### config.mk
export PLATFORM = sky130hd
export DESIGN_NAME = bga_fault_reporter
export DESIGN_NICKNAME = d
export VERILOG_FILES = /design/src/rtl/bga_fault_reporter.sv
export SDC_FILE = /design/constraint.sdc
export NUM_CORES = 1
export LEC_CHECK = 0
export BUFFER_PORTS_ARGS = -buffer_cell sky130_fd_sc_hd__clkbuf_2
export CORE_MARGIN = 5
export CORE_UTILIZATION = 50
export CTS_CLUSTER_DIAMETER = 100
export CTS_CLUSTER_SIZE = 25
export DETAILED_ROUTE_END_ITERATION = 10
export PLACE_DENSITY = 0.66
export SKIP_LAST_GASP = 1
export SLEW_MARGIN = 0
export SYNTH_ARGS = -nofsm -noshare
export SYNTH_HDL_FRONTEND = slang
export SYNTH_SLANG_ARGS = --single-unit
### constraint.sdc
create_clock -name clk -period 6.5 [get_ports clk]
set_input_delay 1.625 -clock clk [delete_from_list [all_inputs] [get_ports clk]]
set_output_delay 1.625 -clock clk [all_outputs]
set_load 0.02 [all_outputs]
### src/rtl/bga_fault_reporter.sv
// Reports newly failing BGA pin-pair indices as "HH\r\n" over an 8N1 UART.
// Optional BGA_REPORT_PASS_EN: send "OK\r\n" after a clean sweep.
module bga_fault_reporter #(
    parameter int N_PAIR     = 86,
    parameter int IDX_W      = 7,
    parameter int CLK_DIV    = 434,
    parameter int FIFO_DEPTH = 8
) (
    input  logic             clk,
    input  logic             reset,
    input  logic             chk_valid,
    input  logic [IDX_W-1:0] chk_index,
    input  logic             chk_fail,
    input  logic             chk_wrap,
    output logic             uart_tx,
    output logic             tx_busy,
    output logic             fail_seen,
    output logic             overflow,
    output logic [IDX_W:0]   fail_count
);

    localparam int AW = $clog2(FIFO_DEPTH);

    typedef enum logic [1:0] {IDLE, START, DATA, STOP} tx_state_t;

    logic [N_PAIR-1:0] reported;
    logic [IDX_W-1:0]  mem [FIFO_DEPTH];
    logic [AW:0]       wr_ptr;
    logic [AW:0]       rd_ptr;
    logic              empty;
    logic              full;
    logic              in_range;
    logic              enq_try;
    logic              push;
    logic              pop;
    logic              pass_go;

    tx_state_t         state_q, state_n;
    logic [15:0]       div_q, div_n;
    logic [2:0]        bit_q, bit_n;
    logic [1:0]        sel_q, sel_n;
    logic [IDX_W-1:0]  idx_q, idx_n;
    logic              pass_q, pass_n;
    logic              div_done;
    logic [7:0]        idx8;
    logic [3:0]        nib;
    logic [7:0]        cur_byte;

    function automatic logic [7:0] hex_ascii(input logic [3:0] n);
        return (n < 4'd10) ? 8'h30 + {4'h0, n} : 8'h37 + {4'h0, n};
    endfunction

    assign empty    = (wr_ptr == rd_ptr);
    assign full     = (wr_ptr[AW-1:0] == rd_ptr[AW-1:0])
                   && (wr_ptr[AW] != rd_ptr[AW]);
    assign in_range = ({1'b0, chk_index} < (IDX_W+1)'(N_PAIR));
    assign enq_try  = chk_valid & chk_fail & in_range & !reported[chk_index];
    // Full is judged before this cycle's pop, so a pop never frees a slot early
    assign push     = enq_try & !full;

    always_ff @(posedge clk) begin
        if (reset) begin
            reported   <= '0;
            wr_ptr     <= '0;
            rd_ptr     <= '0;
            fail_seen  <= 1'b0;
            overflow   <= 1'b0;
            fail_count <= '0;
        end else begin
            if (push) begin
                wr_ptr              <= wr_ptr + 1'b1;
                reported[chk_index] <= 1'b1;
                fail_seen           <= 1'b1;
                if (fail_count != (IDX_W+1)'(N_PAIR))
                    fail_count <= fail_count + 1'b1;
            end
            if (enq_try && full)
                overflow <= 1'b1;
            if (pop)
                rd_ptr <= rd_ptr + 1'b1;
        end
    end

    always_ff @(posedge clk) begin
        if (push)
            mem[wr_ptr[AW-1:0]] <= chk_index;
    end

`ifdef BGA_REPORT_PASS_EN
    logic dirty_q;

    always_ff @(posedge clk) begin
        if (reset)
            dirty_q <= 1'b0;
        else if (chk_wrap)
            dirty_q <= 1'b0;
        else if (enq_try)
            dirty_q <= 1'b1;
    end

    assign pass_go = chk_wrap & !dirty_q & !enq_try & empty
                   & (state_q == IDLE);
`else
    logic unused_wrap;
    assign unused_wrap = chk_wrap;
    assign pass_go     = 1'b0;
`endif

    always_ff @(posedge clk) begin
        if (reset) begin
            state_q <= IDLE;
            div_q   <= '0;
            bit_q   <= '0;
            sel_q   <= '0;
            idx_q   <= '0;
            pass_q  <= 1'b0;
        end else begin
            state_q <= state_n;
            div_q   <= div_n;
            bit_q   <= bit_n;
            sel_q   <= sel_n;
            idx_q   <= idx_n;
            pass_q  <= pass_n;
        end
    end

    assign div_done = (div_q == 16'(CLK_DIV - 1));

    always_comb begin
        state_n = state_q;
        div_n   = div_q;
        bit_n   = bit_q;
        sel_n   = sel_q;
        idx_n   = idx_q;
        pass_n  = pass_q;
        pop     = 1'b0;
        unique case (state_q)
            IDLE: begin
                if (!empty) begin
                    pop     = 1'b1;
                    idx_n   = mem[rd_ptr[AW-1:0]];
                    pass_n  = 1'b0;
                    sel_n   = '0;
                    div_n   = '0;
                    state_n = START;
                end else if (pass_go) begin
                    pass_n  = 1'b1;
                    sel_n   = '0;
                    div_n   = '0;
                    state_n = START;
                end
            end
            START: begin
                if (div_done) begin
                    div_n   = '0;
                    bit_n   = '0;
                    state_n = DATA;
                end else begin
                    div_n = div_q + 16'd1;
                end
            end
            DATA: begin
                if (div_done) begin
                    div_n = '0;
                    if (bit_q == 3'd7)
                        state_n = STOP;
                    else
                        bit_n = bit_q + 3'd1;
                end else begin
                    div_n = div_q + 16'd1;
                end
            end
            STOP: begin
                if (div_done) begin
                    div_n = '0;
                    if (sel_q != 2'd3) begin
                        sel_n   = sel_q + 2'd1;
                        state_n = START;
                    end else if (!empty) begin
                        // Chain straight into the next report, no idle gap
                        pop     = 1'b1;
                        idx_n   = mem[rd_ptr[AW-1:0]];
                        pass_n  = 1'b0;
                        sel_n   = '0;
                        state_n = START;
                    end else begin
                        state_n = IDLE;
                    end
                end else begin
                    div_n = div_q + 16'd1;
                end
            end
            default: state_n = IDLE;
        endcase
    end

    assign idx8 = 8'(idx_q);
    assign nib  = sel_q[0] ? idx8[3:0] : idx8[7:4];

    always_comb begin
        cur_byte = 8'h0A;
        unique case (sel_q)
            2'd0:    cur_byte = pass_q ? 8'h4F : hex_ascii(nib);
            2'd1:    cur_byte = pass_q ? 8'h4B : hex_ascii(nib);
            2'd2:    cur_byte = 8'h0D;
            default: cur_byte = 8'h0A;
        endcase
    end

    assign uart_tx = (state_q == START) ? 1'b0
                   : (state_q == DATA)  ? cur_byte[bit_q]
                   : 1'b1;
    assign tx_busy = (state_q != IDLE);

endmodule

# After elaboration in Yosys (flattened, before gate mapping)
# Memory sizes are Yosys's and may differ from the RTL's. A register that Yosys moved wholly into a read port is not among the register bits.
# Index checks and enable logic that the tools add are counted.
# totals
mem_count	1
input_bits	12
ram_bits	56
output_inout_bits	12
register_bits	135
wordCells	114
# classes
reduce_logical	16
eq_ne	19
n_mux	48
order_cmp	5
bitwise_logic	5
n_addsub	8
# memory_table
name	words	width	read_ports	rd_ports_with_merged_regs	write_ports	line_no	rtl
mem	8	7	1	1	1	27	logic [IDX_W-1:0] mem [FIFO_DEPTH];
# op_table
operator	n
86-bit OR	1
7-bit two-way mux	5
16-bit two-way mux	2
16-bit case mux with 2 select lines	1
8-bit case mux with 3 select lines	1
16-bit by 1-bit adder with 16-bit output, second input constant	1
16-bit by 9-bit equality test with 1-bit output, second input constant	1
2-bit two-way mux	8
2-bit inequality test, second input constant	8
1-bit two-way mux	15
3-bit two-way mux	5
6-bit by 4-bit adder with 7-bit output, first input constant	2
7-bit case mux with 2 select lines	1
4-bit by 1-bit adder with 4-bit output, second input constant	2
8-bit by 1-bit adder with 8-bit output, second input constant	1
7-bit by 8-bit < comparator with 1-bit output, second input constant	1
8-bit two-way mux	1
8-bit by 7-bit inequality test with 1-bit output, second input constant	1
2-bit case mux with 4 select lines	1
1-bit binary-select mux with 7-bit select	1
1-bit demux with 7-bit select	1
7-bit by 1-bit >= comparator with 1-bit output, second input constant	1
7-bit < comparator, second input constant	1
2-bit equality test, second input constant	3
other kinds (24)	36

# Longest topological paths before layout
# logic_depth
depth_word	9
ltp_mapped	14
ltp_nobuf	9

# Worst setup path after synthesis
# No wires, ideal clock.
# synth_path
kind	input-to-reg
startpoint	input chk_index[2]
endpoint	memory mem[1][0] (enable)
arrival_time_ns	4.556
stages	12
setup_ns	0.390
n_path_buf	5
t_required_ns	6.110
setup_slack_ns	1.554
cell_sequence	buf_2 -> buf_2 -> mux2_2 -> a22oi_1 -> o22ai_1 -> a2111o_1 -> nand2b_1 -> or2_1 -> clkbuf_1 -> buf_6 -> buf_6 -> nor4_1
# synth_via
elab_chain_cells	7
word_cells_on_any_way	9
classes_between	order compare (1); mux (4); bitwise (3); reduce/logical (1)
# synth_lines
item	line_no	rtl
start: declaration	12	input logic [IDX_W-1:0] chk_index,
1-bit binary-select mux with 7-bit select	57	assign enq_try = chk_valid & chk_fail & in_range & !reported[chk_index];
1-bit two-way mux (not written as such)	57	
1-bit logical NOT	57	
1-bit AND *	57	
1-bit AND *	59	assign push = enq_try & !full;
1-bit two-way mux *	85	if (push)
1-bit two-way mux (not written as such) *	86	mem[wr_ptr[AW-1:0]] <= chk_index;
end: declaration	27	
# Every way passes the cells marked *; elsewhere a longest branch is shown, timed or not. The select of a mux whose other input is x is not followed.

# Worst setup path in the final report
# layout_path
startpoint	input chk_index[0]
endpoint	register reported[6]
# layout_via
elab_chain_cells	5
word_cells_on_any_way	13
classes_between	order compare (3); mux (4); bitwise (4); reduce/logical (2)
# layout_lines
item	line_no	rtl
1-bit binary-select mux with 7-bit select, or another cell as far along	57	
1-bit two-way mux (not written as such) or 1-bit logical AND (tied branches)	57, 72	
1-bit logical NOT or 1-bit two-way mux (tied branches)	57, 72	
1-bit AND or 1-bit demux with 7-bit select (tied branches)	57, 72	
1-bit AND or 86-bit OR (tied branches)	--	
end signal: assignment	63	reported <= '0;
end signal: indexed assignment	72	reported[chk_index] <= 1'b1;
end: declaration	26	logic [N_PAIR-1:0] reported;
# Several ways; a longest one is shown, not always the timed one. The select of a mux whose other input is x is not followed.
# A chain may end at the register's enable or synchronous reset.

==> impl_metrics.env <==
export IMPL_fin_tns_setup_ns=0
export IMPL_synthFlopType="dfxtp_1"
export IMPL_cts_repair_resized=0
export IMPL_path_clk_slew_ns=0.06
export IMPL_clk_latency_ns=0.44
export IMPL_ys_async_sr_fraction_pct=0
export IMPL_relSlewSlack_pct=31.83
export IMPL_start_util_pct=51.13
export IMPL_numCtsBuffers=17
export IMPL_synth_edff_count=56
export IMPL_path_cells="clkbuf_2, mux4_2, a221o_1, a21oi_1, a2111oi_0, or3_1, or2_2, buf_4, o32ai_1"
export IMPL_num_vias=6400
export IMPL_syn_nets=856
export IMPL_cts_htree_levels=4
export IMPL_drive_above_1_share_pct=13.43
export IMPL_setup_viol=0
export IMPL_antenna_found_initial=0
export IMPL_hold_viol=0
export IMPL_yosysWarnings=0
export IMPL_path_max_fanout=87
export IMPL_ys_types=62
export IMPL_cts_tree="yes"
export IMPL_reg2reg_depth=8
export IMPL_arrival_ns=5.36
export IMPL_synth_common_cells="dfxtp_1 (138), inv_1 (109), o32ai_1 (73)"
export IMPL_nNetsFinal=851
export IMPL_synth_area_um2=8875
export IMPL_wl_per_cell_um=18.20
export IMPL_diodes=0
export IMPL_synth_most_common_cell="dfxtp_1"
export IMPL_cp_required_ns=6.83
export IMPL_viasPerCell=6.043
export IMPL_ys_ff_latch=194
export IMPL_cts_root_buf="clkbuf_16"
export IMPL_post_cts_buffers=0
export IMPL_cts_buffer_depth=2
export IMPL_power_density_nw_per_um2=288.3
export IMPL_fp_dieH_um=143.2
export IMPL_max_freq_mhz=198.8
export IMPL_drv_slew=0
export IMPL_timing_rr_start="reported[53]$_SDFFE_PP0P_"
export IMPL_avgSynthCellArea_um2=10.74
export IMPL_track_usage_pct=19.31
export IMPL_ir_worst_vdd_mv=0.2451
export IMPL_clock_sinks=194
export IMPL_globalplace_congestion=0.8225
export IMPL_fp_dieArea_um2=20510
export IMPL_status="complete, no violations"
export IMPL_hpwl_um=12420
export IMPL_synth_top_cell_area_share_pct=31.13
export IMPL_rows=48
export IMPL_grt_pass1_vias=6211
export IMPL_regToRegSetupSlack_ns=3.01
export IMPL_grt_max_degree=88
export IMPL_tightest_slew_ns=1.023
export IMPL_hold_start="fail_seen$_SDFFE_PP0P_"
export IMPL_drt_first_pass_iters=6
export IMPL_synthCells=826
export IMPL_area_growth_pct=9.432
export IMPL_slowest_delay_ns=0.63
export IMPL_maxCapViolCount=0
export IMPL_p_leak_nw=3.101
export IMPL_hold_path_class="flip-flop to flip-flop"
export IMPL_gr_total_overflow=0
export IMPL_cp_end_kind="flip-flop"
export IMPL_final_core_util_pct=55.95
export IMPL_holdBufCountCts=0
export IMPL_hold_path_depth=2
export IMPL_fillers=1461
export IMPL_slowest_stage="or3_1"
export IMPL_finalWorstPathRequiredPeriod_ns=5.029
export IMPL_power_mw=2.800
export IMPL_ys_seq_area_share_pct=50.08
export IMPL_synth_top_cell_by_area="dfxtp_1"
export IMPL_fp_coreArea_um2=17360
export IMPL_hold_path_endpoint="fail_seen$_SDFFE_PP0P_"
export IMPL_critical_path_class="input port to flip-flop"
export IMPL_finalCritPeriodShare_pct=77.37
export IMPL_finalWirelength_um=19270
export IMPL_drc_errors=0
export IMPL_io_buffers=22
export IMPL_ant_nets=0
export IMPL_r2r_end="reported[6]$_SDFFE_PP0P_"
export IMPL_synth_area_top_cells="dfxtp_1 (31%), edfxtp_1 (19%), o32ai_1 (7.2%)"
export IMPL_die_w_um=143.2
export IMPL_fin_skew_ns=0.009847
export IMPL_start_kind="input port"
export IMPL_ios=24
export IMPL_grt_pass1_wl_um=31440
export IMPL_first_iter_violations=393
export IMPL_rsz0062_at_grt="no"
## worst max-delay path by stage
| stage | from | to | slack, ns | depth (start not counted) |
|---|---|---|---|---|
| 2_1_floorplan | chk_index[2] | mem[1][0]$_DFFE_PP_ | 1.55 | 12 |
| 3_3_place_gp | chk_index[0] | reported[79]$_SDFFE_PP0P_ | 1.17 | 9 |
| 3_5_place_dp | chk_index[0] | reported[59]$_SDFFE_PP0P_ | 1.01 | 9 |
| 4_1_cts | chk_index[0] | reported[59]$_SDFFE_PP0P_ | 1.45 | 9 |
| 5_1_grt | chk_index[0] | reported[59]$_SDFFE_PP0P_ | 1.13 | 9 |
| 6_report | chk_index[0] | reported[6]$_SDFFE_PP0P_ | 1.47 | 9 |
## registers in the layout, indices dropped and copies added, names as in the netlist, named ones only
name	flops
sel_q	2
reported	86
idx_q	7
div_q	16
wr_ptr	4
rd_ptr	4
pass_q	1
fail_count	8
mem	56
state_q	2
fail_seen	1
bit_q	3
overflow	1
## critical path: cells and delay by family
kind / cells / cell delay, ns
multiplexers: 1 / 0.58
AND/OR/NAND/NOR: 2 / 1.11
buffers and inverters: 2 / 0.94
AO/OA/AOI/OAI: 4 / 1.03
## layout by cell type (no fill, tap or decap), types with 10 or more instances in the layout
master	count
dfxtp_1	138
inv_1	109
o32ai_1	73
edfxtp_1	56
nor2_1	46
nand2_1	38
a21oi_1	32
mux2i_1	27
mux4_2	23
clkbuf_2	21
o21ai_0	18
ha_1	18
clkbuf_16	18
nand3_1	15
or3_1	15
o32ai_2	13
buf_4	13
xor2_1	12
nor2b_1	10
a22oi_1	10
nor4_1	10
a211oi_1	10
## where the power goes
part	leakage (nW)	internal (mW)	switching (mW)	total, mW
Sequential	1.62	1.28	0.0453	1.32
Combinational	1.17	0.134	0.224	0.358
Clock	0.314	0.656	0.461	1.12
## metal layers
| metal | routed length (µm) | vias up | part of all wire [%] | GRT usage (%) |
|---|---|---|---|---|
| met1 | 8311 | 3178 | 43 | 23.63 |
| met4 | 281 | 0 | 1.5 | 6.095 |
| li1 | - | 3051 | - | - |
| met3 | 698 | 22 | 3.6 | 4.320 |
| met5 | 0 | - | 0 | 0 |
| met2 | 9982 | 149 | 52 | 34.00 |
## kinds of logic after synthesis
logic type | Yosys count | synth area share (%)
buf+inv | 167 | 7.881
fa+ha+maj | 18 | 2.538
simple gates | 179 | 10.43
compound gates | 194 | 17.68
mux | 55 | 9.516
xor+xnor | 19 | 1.875
flops | 194 | 50.08
## cell type report
class	count	area, µm²	share of cell area [%]
multi-input cells	465	3731	38.42
clock buffers	20	478.0	4.921
inverters	109	409.1	4.213
well taps	225	281.5	2.899
clock inverters	12	165.2	1.701
repair buffers	34	202.7	2.087
flip-flops and latches	194	4444	45.76
## metrics by stage
step,instances,setup slack [ns],hold WS (ns),instance area [µm²]
after floorplan,826,1.554,0.4305,8875
after global placement,1027,1.174,0.4378,9069
after detailed placement,1027,1.009,0.4436,9069
after CTS,1059,1.451,0.4542,9712
after global routing,1059,1.127,0.4680,9712
final,1059,1.471,0.4510,9712
Power figures use the tool's default switching activity.
